## config.mk

```make
export PLATFORM = sky130hd
export DESIGN_NAME = screen_frame_sequencer
export DESIGN_NICKNAME = d
export VERILOG_FILES = /design/src/rtl/screen_pkg.sv /design/src/rtl/screen_word_fifo.sv /design/src/rtl/screen_frame_sequencer.sv
export SDC_FILE = /design/constraint.sdc
export NUM_CORES = 1
export LEC_CHECK = 0
export CORE_UTILIZATION = 45
export CTS_BUF_LIST = sky130_fd_sc_hd__clkbuf_8 sky130_fd_sc_hd__clkbuf_16
export DETAILED_ROUTE_END_ITERATION = 10
export GPL_ROUTABILITY_DRIVEN = 0
export PLACE_DENSITY = 0.67
export SETUP_SLACK_MARGIN = 0.02
export SYNTH_ARGS = -nofsm -noshare
export SYNTH_HDL_FRONTEND = slang
export SYNTH_SLANG_ARGS = --single-unit
```

## constraint.sdc

```tcl
create_clock -name clk -period 4.8 [get_ports clk]
set_input_delay 0.48 -clock clk [delete_from_list [all_inputs] [get_ports clk]]
set_output_delay 0.48 -clock clk [all_outputs]
set_load 0.005 [all_outputs]
```

## src/rtl/screen_pkg.sv

```systemverilog
`default_nettype none
// ============================================================================
// Module   : screen_pkg
// Purpose  : Shared screen-peripheral constants and frame sequencer states.
// Revision : 1.0  initial release
// ============================================================================
package screen_pkg;

    localparam int c_WORD_W          = 32;
    localparam int c_WORDS_PER_FRAME = 96;    // 32x32 RGB, one bit per colour

    typedef logic [2:0] seq_state_t;

    localparam seq_state_t c_ST_IDLE   = 3'd0;
    localparam seq_state_t c_ST_INIT   = 3'd1;
    localparam seq_state_t c_ST_STREAM = 3'd2;
    localparam seq_state_t c_ST_CLEAR  = 3'd3;
    localparam seq_state_t c_ST_DONE   = 3'd4;

endpackage
`default_nettype wire

```

## src/rtl/screen_word_fifo.sv

```systemverilog
`default_nettype none
// ============================================================================
// Module   : screen_word_fifo
// Purpose  : Show-ahead word FIFO; push while full is dropped, pop while
//            empty is ignored.
// Revision : 1.0  initial release
// ============================================================================
module screen_word_fifo #(
    parameter int DEPTH = 4,
    parameter int WIDTH = 32
) (
    input  logic                     clk,
    input  logic                     rst,
    input  logic                     push,
    input  logic                     pop,
    input  logic [WIDTH-1:0]         din,
    output logic [WIDTH-1:0]         dout,
    output logic                     full,
    output logic                     empty,
    output logic [$clog2(DEPTH):0]   count
);

    localparam int c_PTR_W = $clog2(DEPTH);
    localparam int c_CNT_W = $clog2(DEPTH) + 1;
    localparam logic [c_PTR_W-1:0] c_PTR_ONE = c_PTR_W'(1);
    localparam logic [c_CNT_W-1:0] c_CNT_ONE = c_CNT_W'(1);
    localparam logic [c_CNT_W-1:0] c_FULL    = c_CNT_W'(DEPTH);

    logic [WIDTH-1:0]   r_mem [DEPTH];
    logic [c_PTR_W-1:0] r_wr_ptr;
    logic [c_PTR_W-1:0] r_rd_ptr;
    logic [c_CNT_W-1:0] r_count;
    logic               w_push_ok;
    logic               w_pop_ok;

    assign full      = (r_count == c_FULL);
    assign empty     = (r_count == '0);
    assign count     = r_count;
    assign dout      = r_mem[r_rd_ptr];
    assign w_push_ok = push && !full;
    assign w_pop_ok  = pop && !empty;

    // Pointers wrap naturally because DEPTH is a power of two.
    always_ff @(posedge clk) begin
        if (rst) begin
            r_wr_ptr <= '0;
            r_rd_ptr <= '0;
            r_count  <= '0;
        end else begin
            if (w_push_ok) r_wr_ptr <= r_wr_ptr + c_PTR_ONE;
            if (w_pop_ok)  r_rd_ptr <= r_rd_ptr + c_PTR_ONE;
            case ({w_push_ok, w_pop_ok})
                2'b10:   r_count <= r_count + c_CNT_ONE;
                2'b01:   r_count <= r_count - c_CNT_ONE;
                default: r_count <= r_count;
            endcase
        end
    end

    always_ff @(posedge clk) begin
        if (w_push_ok) r_mem[r_wr_ptr] <= din;
    end

endmodule
`default_nettype wire

```

## src/rtl/screen_frame_sequencer.sv

```systemverilog
`default_nettype none
// ============================================================================
// Module   : screen_frame_sequencer
// Purpose  : Paces CPU frame words (or a fill word) into the screen core.
// Revision : 1.0  initial release
// ============================================================================
module screen_frame_sequencer
    import screen_pkg::*;
#(
    parameter int WORDS_PER_FRAME = c_WORDS_PER_FRAME,
    parameter int GAP             = 2,
    parameter int FIFO_DEPTH      = 4
) (
    input  logic                clk,
    input  logic                rst,
    input  logic                start,
    input  logic                clear_req,
    input  logic [c_WORD_W-1:0] clear_word,
    input  logic                cpu_push,
    input  logic [c_WORD_W-1:0] cpu_data,
    output logic                cpu_full,
    output logic [c_WORD_W-1:0] mat_in,
    output logic                wr_data,
    output logic                init,
    output logic                busy,
    output logic                frame_done,
    output logic                overflow
);

    localparam int c_CNT_W  = (WORDS_PER_FRAME > 1) ? $clog2(WORDS_PER_FRAME) : 1;
    localparam int c_FCNT_W = $clog2(FIFO_DEPTH) + 1;
    localparam logic [c_CNT_W-1:0]  c_LAST_WORD = c_CNT_W'(WORDS_PER_FRAME - 1);
    localparam logic [c_CNT_W-1:0]  c_CNT_ONE   = c_CNT_W'(1);
    localparam logic [c_FCNT_W-1:0] c_FIFO_FULL = c_FCNT_W'(FIFO_DEPTH);
    localparam logic [3:0]          c_GAP       = 4'(GAP);

    seq_state_t          r_state;
    seq_state_t          w_next_state;
    logic [3:0]          r_gap_cnt;
    logic [c_CNT_W-1:0]  r_word_cnt;
    logic                r_clear_flag;
    logic [c_WORD_W-1:0] r_clear_word;
    logic [c_WORD_W-1:0] r_mat_last;
    logic                r_overflow;

    logic                w_wr;
    logic                w_pop;
    logic                w_last;
    logic                w_accept_start;
    logic                w_accept_clear;
    logic                w_drop;
    logic [c_WORD_W-1:0] w_wr_word;
    logic [c_WORD_W-1:0] w_fifo_dout;
    logic                w_fifo_full;
    logic                w_fifo_empty;
    logic [c_FCNT_W-1:0] w_fifo_count;

    screen_word_fifo #(
        .DEPTH (FIFO_DEPTH),
        .WIDTH (c_WORD_W)
    ) u_fifo (
        .clk   (clk),
        .rst   (rst),
        .push  (cpu_push),
        .pop   (w_pop),
        .din   (cpu_data),
        .dout  (w_fifo_dout),
        .full  (w_fifo_full),
        .empty (w_fifo_empty),
        .count (w_fifo_count)
    );

    // clear_req wins over start when both arrive in the same idle cycle.
    assign w_accept_clear = (r_state == c_ST_IDLE) && clear_req;
    assign w_accept_start = (r_state == c_ST_IDLE) && start && !clear_req;
    assign w_drop         = cpu_push && (w_fifo_count == c_FIFO_FULL);
    assign w_last         = w_wr && (r_word_cnt == c_LAST_WORD);
    assign w_wr_word      = (r_state == c_ST_CLEAR) ? r_clear_word : w_fifo_dout;

    assign cpu_full = w_fifo_full;
    assign overflow = r_overflow;
    assign wr_data  = w_wr;
    assign mat_in   = w_wr ? w_wr_word : r_mat_last;

    always_ff @(posedge clk) begin
        if (rst) r_state <= c_ST_IDLE;
        else     r_state <= w_next_state;
    end

    always_comb begin
        w_next_state = r_state;
        case (r_state)
            c_ST_IDLE:   if (w_accept_clear || w_accept_start) w_next_state = c_ST_INIT;
            c_ST_INIT:   w_next_state = r_clear_flag ? c_ST_CLEAR : c_ST_STREAM;
            c_ST_STREAM: if (w_last) w_next_state = c_ST_DONE;
            c_ST_CLEAR:  if (w_last) w_next_state = c_ST_DONE;
            c_ST_DONE:   w_next_state = c_ST_IDLE;
            default:     w_next_state = c_ST_IDLE;
        endcase
    end

    always_comb begin
        busy       = (r_state != c_ST_IDLE);
        init       = 1'b0;
        frame_done = 1'b0;
        w_wr       = 1'b0;
        w_pop      = 1'b0;
        case (r_state)
            c_ST_INIT:   init = 1'b1;
            c_ST_STREAM: begin
                if ((r_gap_cnt == 4'd0) && !w_fifo_empty) begin
                    w_wr  = 1'b1;
                    w_pop = 1'b1;
                end
            end
            c_ST_CLEAR:  w_wr = (r_gap_cnt == 4'd0);
            c_ST_DONE:   frame_done = 1'b1;
            default:     ;
        endcase
    end

    // Gap counter is zeroed in INIT so the first write always lands right after init.
    always_ff @(posedge clk) begin
        if (rst) begin
            r_gap_cnt    <= 4'd0;
            r_word_cnt   <= '0;
            r_clear_flag <= 1'b0;
            r_clear_word <= '0;
            r_mat_last   <= '0;
            r_overflow   <= 1'b0;
        end else begin
            if (r_state == c_ST_INIT)   r_gap_cnt <= 4'd0;
            else if (w_wr)              r_gap_cnt <= c_GAP;
            else if (r_gap_cnt != 4'd0) r_gap_cnt <= r_gap_cnt - 4'd1;

            if (r_state == c_ST_INIT) r_word_cnt <= '0;
            else if (w_wr)            r_word_cnt <= w_last ? '0 : r_word_cnt + c_CNT_ONE;

            if (w_accept_clear) begin
                r_clear_flag <= 1'b1;
                r_clear_word <= clear_word;
            end else if (w_accept_start) begin
                r_clear_flag <= 1'b0;
            end

            if (w_wr) r_mat_last <= w_wr_word;

            if (w_drop)              r_overflow <= 1'b1;
            else if (w_accept_start) r_overflow <= 1'b0;
        end
    end

endmodule
`default_nettype wire

```

**Word-level counts from Yosys, hierarchy flattened**

Memories as Yosys holds them, arrays and structs flattened. A register that Yosys moved wholly into a read port is not among the register bits.
Cells that the tools add are included.

- Register bits after elaboration: 87
- RAM bits: 128
- Input port bits: 69
- Output and inout port bits: 38
- Word-level logic and storage cells: 75
- Memories: 1

Memory list:

| memory | depth | bits a word | read ports | clocked after memory_dff | write ports | RTL line | RTL |
|---|---|---|---|---|---|---|---|
| u_fifo.r_mem | 4 | 32 | 1 | 1 | 1 | screen_word_fifo.sv:29 | `logic [WIDTH-1:0] r_mem [DEPTH];` |

- Add/sub/neg operators: 6
- Eq/ne operators: 10
- Muxes and demuxes: 22
- Reductions and logical operators: 25

Operator list:

| cell | count |
|---|---|
| $mux W32 | 2 |
| $mux W1 | 10 |
| $pmux W3 S3 | 1 |
| $logic_and A1 B1 Y1 | 8 |
| $mux W2 | 4 |
| $reduce_bool A2 Y1 | 4 |
| $add A7 B1 Y7 const B | 1 |
| $eq A7 B7 Y1 const B | 1 |
| $mux W7 | 1 |
| $eq A3 B2 Y1 const B | 2 |
| $eq A3 B3 Y1 const B | 2 |
| $logic_not A3 Y1 | 2 |
| $mux W3 | 2 |
| $pmux W3 S2 | 1 |
| $add A2 B1 Y2 const B | 2 |
| $logic_not A4 Y1 | 1 |
| $ne A2 B1 Y1 const B | 2 |
| $reduce_bool A4 Y1 | 1 |
| $reduce_or A2 Y1 | 2 |
| $sub A4 B1 Y4 const B | 1 |
| $add A3 B1 Y3 const B | 1 |
| $eq A3 B1 Y1 const B | 1 |
| $logic_not A1 Y1 | 3 |
| $reduce_bool A3 Y1 | 1 |
| other kinds (7) | 7 |

**Longest topological paths before layout**

- Depth in word-level cells: 8
- Gate-level depth with buffers: 10

**Cells and area by module**

A second synthesis with hierarchy kept.

- Cell total of the unflattened synthesis: 658
- Area total of the unflattened synthesis: 8644.5 sq um

Modules (own cells, without submodules):

| module | instances | cells an instance | area an instance (sq um) | seq. area each (sq um) |
|---|---|---|---|---|
| screen_word_fifo | 1 | 221 | 5143.7 | 4023.9 |
| screen_frame_sequencer | 1 | 437 | 3500.9 | 1601.5 |

**Least setup slack after synthesis**

Ideal clock, no wire load.

- Path type: register -> register
- Start point: reg r_gap_cnt[2]
- End point: reg u_fifo.r_count[2], in the netlist u_fifo.count[2]
- Data arrival time: 2.473 ns
- Slack: 2.257 ns
- Stages on the path, launching flop included: 9
- Buffers on the path: 0
- Path through: dfxtp_1 > or4b_4 > nor4_2 > ha_1 > inv_1 > fa_1 > xor2_1 > or3_1 > a21oi_1

- Word-level cells in the longest chain between the ends: 7
- Elaborated cells on any way between the ends: 9
- Classes of those cells: 2 x eq/ne; 3 x mux; 4 x reduce/logical

RTL lines:

| element | RTL line | RTL |
|---|---|---|
| start, declared | screen_frame_sequencer.sv:39 | `logic [3:0] r_gap_cnt;` |
| start signal, assigned | screen_frame_sequencer.sv:133 | `else if (w_wr) r_gap_cnt <= c_GAP;` |
| start signal, assigned | screen_frame_sequencer.sv:134 | `else if (r_gap_cnt != 4'd0) r_gap_cnt <= r_gap_cnt - 4'd1;` |
| $logic_not A4 Y1 * | screen_frame_sequencer.sv:111 | `if ((r_gap_cnt == 4'd0) && !w_fifo_empty) begin` |
| $logic_and A1 B1 Y1 * | screen_frame_sequencer.sv:111 |  |
| $mux W1 * | screen_frame_sequencer.sv:111 |  |
| $mux W1 * | screen_frame_sequencer.sv:108 | `case (r_state)` |
| $logic_and A1 B1 Y1 * | screen_word_fifo.sv:41 | `assign w_pop_ok = pop && !empty;` |
| named net u_fifo.w_pop_ok | screen_word_fifo.sv:34 | `logic w_pop_ok;` |
| $eq A2 B1 Y1 / $eq A2 B2 Y1 (equally long branches) | screen_word_fifo.sv:52 | `case ({w_push_ok, w_pop_ok})` |
| $pmux W3 S2 / $reduce_bool A2 Y1 (equally long branches) | - |  |
| end signal, assigned | screen_word_fifo.sv:53 | `2'b10: r_count <= r_count + c_CNT_ONE;` |
| end signal, assigned | screen_word_fifo.sv:54 | `2'b01: r_count <= r_count - c_CNT_ONE;` |
| end signal, assigned | screen_word_fifo.sv:55 | `default: r_count <= r_count;` |
| end, declared | screen_word_fifo.sv:32 | `logic [c_CNT_W-1:0] r_count;` |

Mark *: on every way through the listed nets, which the timed path passes. The rest lies on a longest branch.
A chain may end at the register's enable or synchronous reset.

**Worst setup path in the final report**

- Start point: reg r_state[0]
- End point: out mat_in[28]

- Word-level cells in the longest chain between the ends: 3
- Elaborated cells on any way between the ends: 5
- Classes of those cells: 2 x eq/ne; 3 x mux

RTL lines:

| element | RTL line | RTL |
|---|---|---|
| start, declared | screen_frame_sequencer.sv:37 | `seq_state_t r_state;` |
| start signal, assigned | screen_frame_sequencer.sv:86 | `if (rst) r_state <= c_ST_IDLE;` |
| start signal, assigned | screen_frame_sequencer.sv:87 | `else r_state <= w_next_state;` |
| $eq A3 B2 Y1 (on tied branches) | screen_frame_sequencer.sv:78, screen_frame_sequencer.sv:108 |  |
| $pmux W1 S2 / $mux W32 (equally long branches) | screen_frame_sequencer.sv:108, screen_frame_sequencer.sv:78 |  |
| $mux W32 * | - |  |
| end, declared | screen_frame_sequencer.sv:22 | `output logic [c_WORD_W-1:0] mat_in,` |

Mark *: on every way between the ends. The rest lies on a longest branch, timed or not.

==> impl_results.html <==
<table>
<tr><th>Metric</th><th>Value</th></tr>
<tr><th colspan="2">Synth</th></tr>
<tr><td>Top post-synthesis cells by area</td><td>sky130_fd_sc_hd__edfxtp_1, sky130_fd_sc_hd__dfxtp_1, sky130_fd_sc_hd__mux4_2, sky130_fd_sc_hd__nand2_1, sky130_fd_sc_hd__nor2_1</td></tr>
<tr><td>Total number of yosys warnings</td><td>0</td></tr>
<tr><td>Number of storage elements in the synthesis netlist</td><td>217</td></tr>
<tr><td>Leading cell type by number of instances after synthesis</td><td>sky130_fd_sc_hd__nand2_1</td></tr>
<tr><td>Cell type contributing the most total cell area after synthesis</td><td>sky130_fd_sc_hd__edfxtp_1</td></tr>
<tr><td>Proportion of netlist area held by the largest area contributor</td><td>~45%</td></tr>
<tr><td>Mean Syn Cell Area</td><td>12.3 µm²</td></tr>
<tr><td>Top FF cell, synth</td><td>sky130_fd_sc_hd__edfxtp_1</td></tr>
<tr><td>Post-synth EDFFs</td><td>~130</td></tr>
<tr><td>Synth cell types</td><td>between 40 and 50</td></tr>
<tr><td>Register area share after synthesis</td><td>around two thirds</td></tr>
<tr><td>Net Count, Synth</td><td>around 770</td></tr>
<tr><td>Post-synth ARST share</td><td>0%</td></tr>
<tr><td>Synthesized cell area</td><td>~8500 µm²</td></tr>
<tr><td>Gate Count Post-Synth</td><td>roughly 690</td></tr>
<tr><td>Commonest cells in the synthesized netlist</td><td>sky130_fd_sc_hd__nand2_1, sky130_fd_sc_hd__edfxtp_1, sky130_fd_sc_hd__dfxtp_1, sky130_fd_sc_hd__nor2_1, sky130_fd_sc_hd__a21oi_1</td></tr>
<tr><th colspan="2">Placed design</th></tr>
<tr><td>Port Buf Inserts</td><td>about 110</td></tr>
<tr><td>Post-DP HPWL</td><td>roughly 12000 µm</td></tr>
<tr><td>Number of placed cells counting well taps</td><td>about 990</td></tr>
<tr><td>Worst-case setup slack after placement</td><td>between 1500 and 2000 ps</td></tr>
<tr><th colspan="2">Worst setup path</th></tr>
<tr><td>Data arrival time of the critical path</td><td>between 3000 and 4000 ps</td></tr>
<tr><td>Critical R2R Launch</td><td>r_gap_cnt[2]</td></tr>
<tr><td>Category of the critical setup timing path</td><td>reg2out</td></tr>
<tr><td>Launch point of the worst path</td><td>r_state[0]</td></tr>
<tr><td>Worst Setup Start Kind</td><td>register</td></tr>
<tr><td>Req. time, crit path</td><td>between 4000 and 5000 ps</td></tr>
<tr><td>Critical path fanouts, max</td><td>a little over 70</td></tr>
<tr><td>Endpoint type of the worst setup path</td><td>output port</td></tr>
<tr><th colspan="2">Pwr</th></tr>
<tr><td>PwrDens</td><td>roughly 440 nW/µm²</td></tr>
<tr><td>Static leakage power</td><td>3.75 nW</td></tr>
<tr><td>Total design power</td><td>roughly 4.6 mW</td></tr>
<tr><td>Largest voltage drop on the vdd net</td><td>0.276 mV</td></tr>
<tr><th colspan="2">Floorplan</th></tr>
<tr><td>Initial core utilization</td><td>a little under half</td></tr>
<tr><td>Total core area</td><td>18200 µm²</td></tr>
<tr><td>DIE HEIGHT</td><td>approximately 140 µm</td></tr>
<tr><td>Die area</td><td>19300 µm²</td></tr>
<tr><td>IO Pins</td><td>about 110</td></tr>
<tr><td>Die X-Extent</td><td>between 100 and 150 µm</td></tr>
<tr><td>Total number of placement rows</td><td>49</td></tr>
<tr><th colspan="2">Clocking</th></tr>
<tr><td>Root buffer cell</td><td>sky130_fd_sc_hd__clkbuf_16</td></tr>
<tr><td>Clock transition at path regs</td><td>~60 ps</td></tr>
<tr><td>CTS tree</td><td>yes</td></tr>
<tr><td>Clock latency at the later pin of the worst-skew pair</td><td>slightly above 500 ps</td></tr>
<tr><td>Number of buffers inserted during clock tree synthesis</td><td>22</td></tr>
<tr><td>H-tree depth</td><td>1</td></tr>
<tr><td>CTS max path bufs</td><td>3</td></tr>
<tr><td>PostCTS Resize Cnt</td><td>0</td></tr>
<tr><td>Post-CTS Repair Setup Buffers</td><td>0</td></tr>
<tr><td>Clock Sink Count</td><td>approximately 220</td></tr>
<tr><td># hold bufs at CTS</td><td>0</td></tr>
<tr><th colspan="2">Global route</th></tr>
<tr><td>Via count of the first global-routing pass</td><td>5644</td></tr>
<tr><td>Maximum number of pins on one net before global-route repair</td><td>between 70 and 80</td></tr>
<tr><td>Total congestion overflow after global routing</td><td>0</td></tr>
<tr><td>Wire length of the first global-routing pass</td><td>29600 µm</td></tr>
<tr><td>Antenna violations before repair</td><td>1</td></tr>
<tr><td>Gr usage total</td><td>about a fifth</td></tr>
<tr><th colspan="2">Drt</th></tr>
<tr><td>Remaining DRCs</td><td>5</td></tr>
<tr><td>Detail-routed net length per standard cell</td><td>roughly 18 µm</td></tr>
<tr><td>Total wire length after detailed routing</td><td>approximately 19000 µm</td></tr>
<tr><td>Routed vias</td><td>about 5500</td></tr>
<tr><td>Final ANT Viol Nets</td><td>0</td></tr>
<tr><td>Total iterations of the first detailed-routing run</td><td>8</td></tr>
<tr><td>Initial DRC Count</td><td>between 300 and 400</td></tr>
<tr><td>Per-cell via count in the routed design</td><td>5.38</td></tr>
<tr><th colspan="2">STA</th></tr>
<tr><td>Unrepaired setup endpoints after global routing</td><td>false</td></tr>
<tr><td>Clock period minus worst slack</td><td>3760 ps</td></tr>
<tr><td>Setup-violating endpoint count in the final report</td><td>0</td></tr>
<tr><td>Number of failing hold endpoints at the final stage</td><td>0</td></tr>
<tr><td>Actual transition at the worst max-transition pin</td><td>between 1000 and 1500 ps</td></tr>
<tr><td>Clock skew after layout</td><td>roughly 14 ps</td></tr>
<tr><td>TNS Setup</td><td>0 ps</td></tr>
<tr><td>Final period utilization</td><td>78.2%</td></tr>
<tr><td>Max Clock Freq</td><td>0.266 GHz</td></tr>
<tr><td>Post-layout worst setup margin</td><td>1040 ps</td></tr>
<tr><td>Pins over their slew limit</td><td>0</td></tr>
<tr><td>Max-Slew Margin vs Limit</td><td>a little under a third</td></tr>
<tr><th colspan="2">Worst hold path</th></tr>
<tr><td>Class of the most critical hold timing path</td><td>reg2reg</td></tr>
<tr><td>Hold Startpoint</td><td>r_gap_cnt[0]</td></tr>
<tr><th colspan="2">Cells and area</th></tr>
<tr><td>Final #Nets</td><td>about 860</td></tr>
<tr><td>Share of post-route cells with drive strength above 1</td><td>11.0%</td></tr>
<tr><td>Cell Count, Final, Fillers Out</td><td>~1000</td></tr>
<tr><td>Area delta synth-&gt;final</td><td>23.2%</td></tr>
<tr><th colspan="2">Status</th></tr>
<tr><td>Violations in the final reports</td><td>design-rule violations</td></tr>
<tr><td>Outcome</td><td>complete, but fails checks</td></tr>
<tr><th colspan="2">Flow run</th></tr>
<tr><td>Maximum capacitance violations</td><td>0</td></tr>
</table>
-- final timing paths --
kind	endpoint	slack (ps)	cells past startpoint
max	mat_in[28]	1040	6
min	r_gap_cnt[0]	450	1
max reg2reg	u_fifo.count[2]	1910	8
min reg2reg	r_gap_cnt[0]	450	1
-- worst max-delay path, stage by stage (launching register included) --
cell and delay, ps:
sky130_fd_sc_hd__dfxtp_1 390, sky130_fd_sc_hd__nor4_1 480, sky130_fd_sc_hd__or3_1 390, sky130_fd_sc_hd__clkinv_4 460
sky130_fd_sc_hd__and3_1 330, sky130_fd_sc_hd__nor2_1 170, sky130_fd_sc_hd__clkdlybuf4s50_1 530
-- state kept, by name, indices dropped and copies added, names as in the netlist, named ones only --
| signal | cells |
|---|---|
| u_fifo.count | 3 |
| r_mat_last | 32 |
| r_clear_word | 32 |
| r_clear_flag | 1 |
| overflow | 1 |
| r_state | 3 |
| u_fifo.r_rd_ptr | 2 |
| u_fifo.r_mem | 128 |
| u_fifo.r_wr_ptr | 2 |
| r_gap_cnt | 4 |
| r_word_cnt | 7 |
-- stage by stage --
step	utilization (%)	cell area (µm²)	hold WS, ps
floorplan	-	8460	417
global placement	53.1	9670	434
detailed placement	53.1	9670	447
CTS	57.2	10400	454
global route	57.2	10400	478
finish	57.2	10400	449
-- report_power, final --
group	total, mW	switching [mW]	internal, mW
clock network	1.72	0.709	1.01
logic	0.693	0.351	0.342
registers	2.18	0.0656	2.12
-- layer usage --
layer	global-route usage, %	vias to the layer above	share of wire [%]
met5	0	-	0
met4	6.02	0	2.2
met3	3.11	33	4.9
met2	34.3	169	50
met1	25.2	2695	43
li1	-	2639	-
-- placed cells by master (no fill, tap or decap), types with 3 or more instances in the layout --
cell                              instances
sky130_fd_sc_hd__and2_2                   4
sky130_fd_sc_hd__mux4_2                  32
sky130_fd_sc_hd__nand3b_1                 3
sky130_fd_sc_hd__dfxtp_1                 87
sky130_fd_sc_hd__nor3b_1                  3
sky130_fd_sc_hd__nand2_1                136
sky130_fd_sc_hd__a21oi_1                 43
sky130_fd_sc_hd__edfxtp_1               128
sky130_fd_sc_hd__inv_1                   11
sky130_fd_sc_hd__ha_1                     6
sky130_fd_sc_hd__clkbuf_16               22
sky130_fd_sc_hd__nor4_1                   4
sky130_fd_sc_hd__and3_1                  32
sky130_fd_sc_hd__nand4_1                  3
sky130_fd_sc_hd__clkinv_2                 4
sky130_fd_sc_hd__nor3_1                  37
sky130_fd_sc_hd__buf_4                    6
sky130_fd_sc_hd__xnor2_1                  4
sky130_fd_sc_hd__clkdlybuf4s50_1        105
sky130_fd_sc_hd__nand3_1                  3
sky130_fd_sc_hd__nor2_1                  82
sky130_fd_sc_hd__or3_1                    4
sky130_fd_sc_hd__clkinvlp_4               3
sky130_fd_sc_hd__o21ai_0                  3
sky130_fd_sc_hd__clkbuf_8                 4
-- kinds of logic after synthesis --
group	after synthesis	synth area share, %
AOI/OAI and AO/OA	54	3.48
xor gates and xnor gates	6	0.621
adders and majority gates	7	1.12
buffers and inverters	51	2.60
DFF	217	66.5
muxes	33	8.64
and+or+nand+nor	321	17.0
-- area by class of cell --
type                    count  area [µm²]
well taps                 229         287
repair buffers            112        1100
multi-input cells         421        2620
inverters                   9        38.8
clock buffers              26         606
fillers                  1452        7790
clock inverters            14         139
flip-flops and latches    217        5630
diodes                      1        2.50
Note: power is estimated with default switching activity, not from simulation.
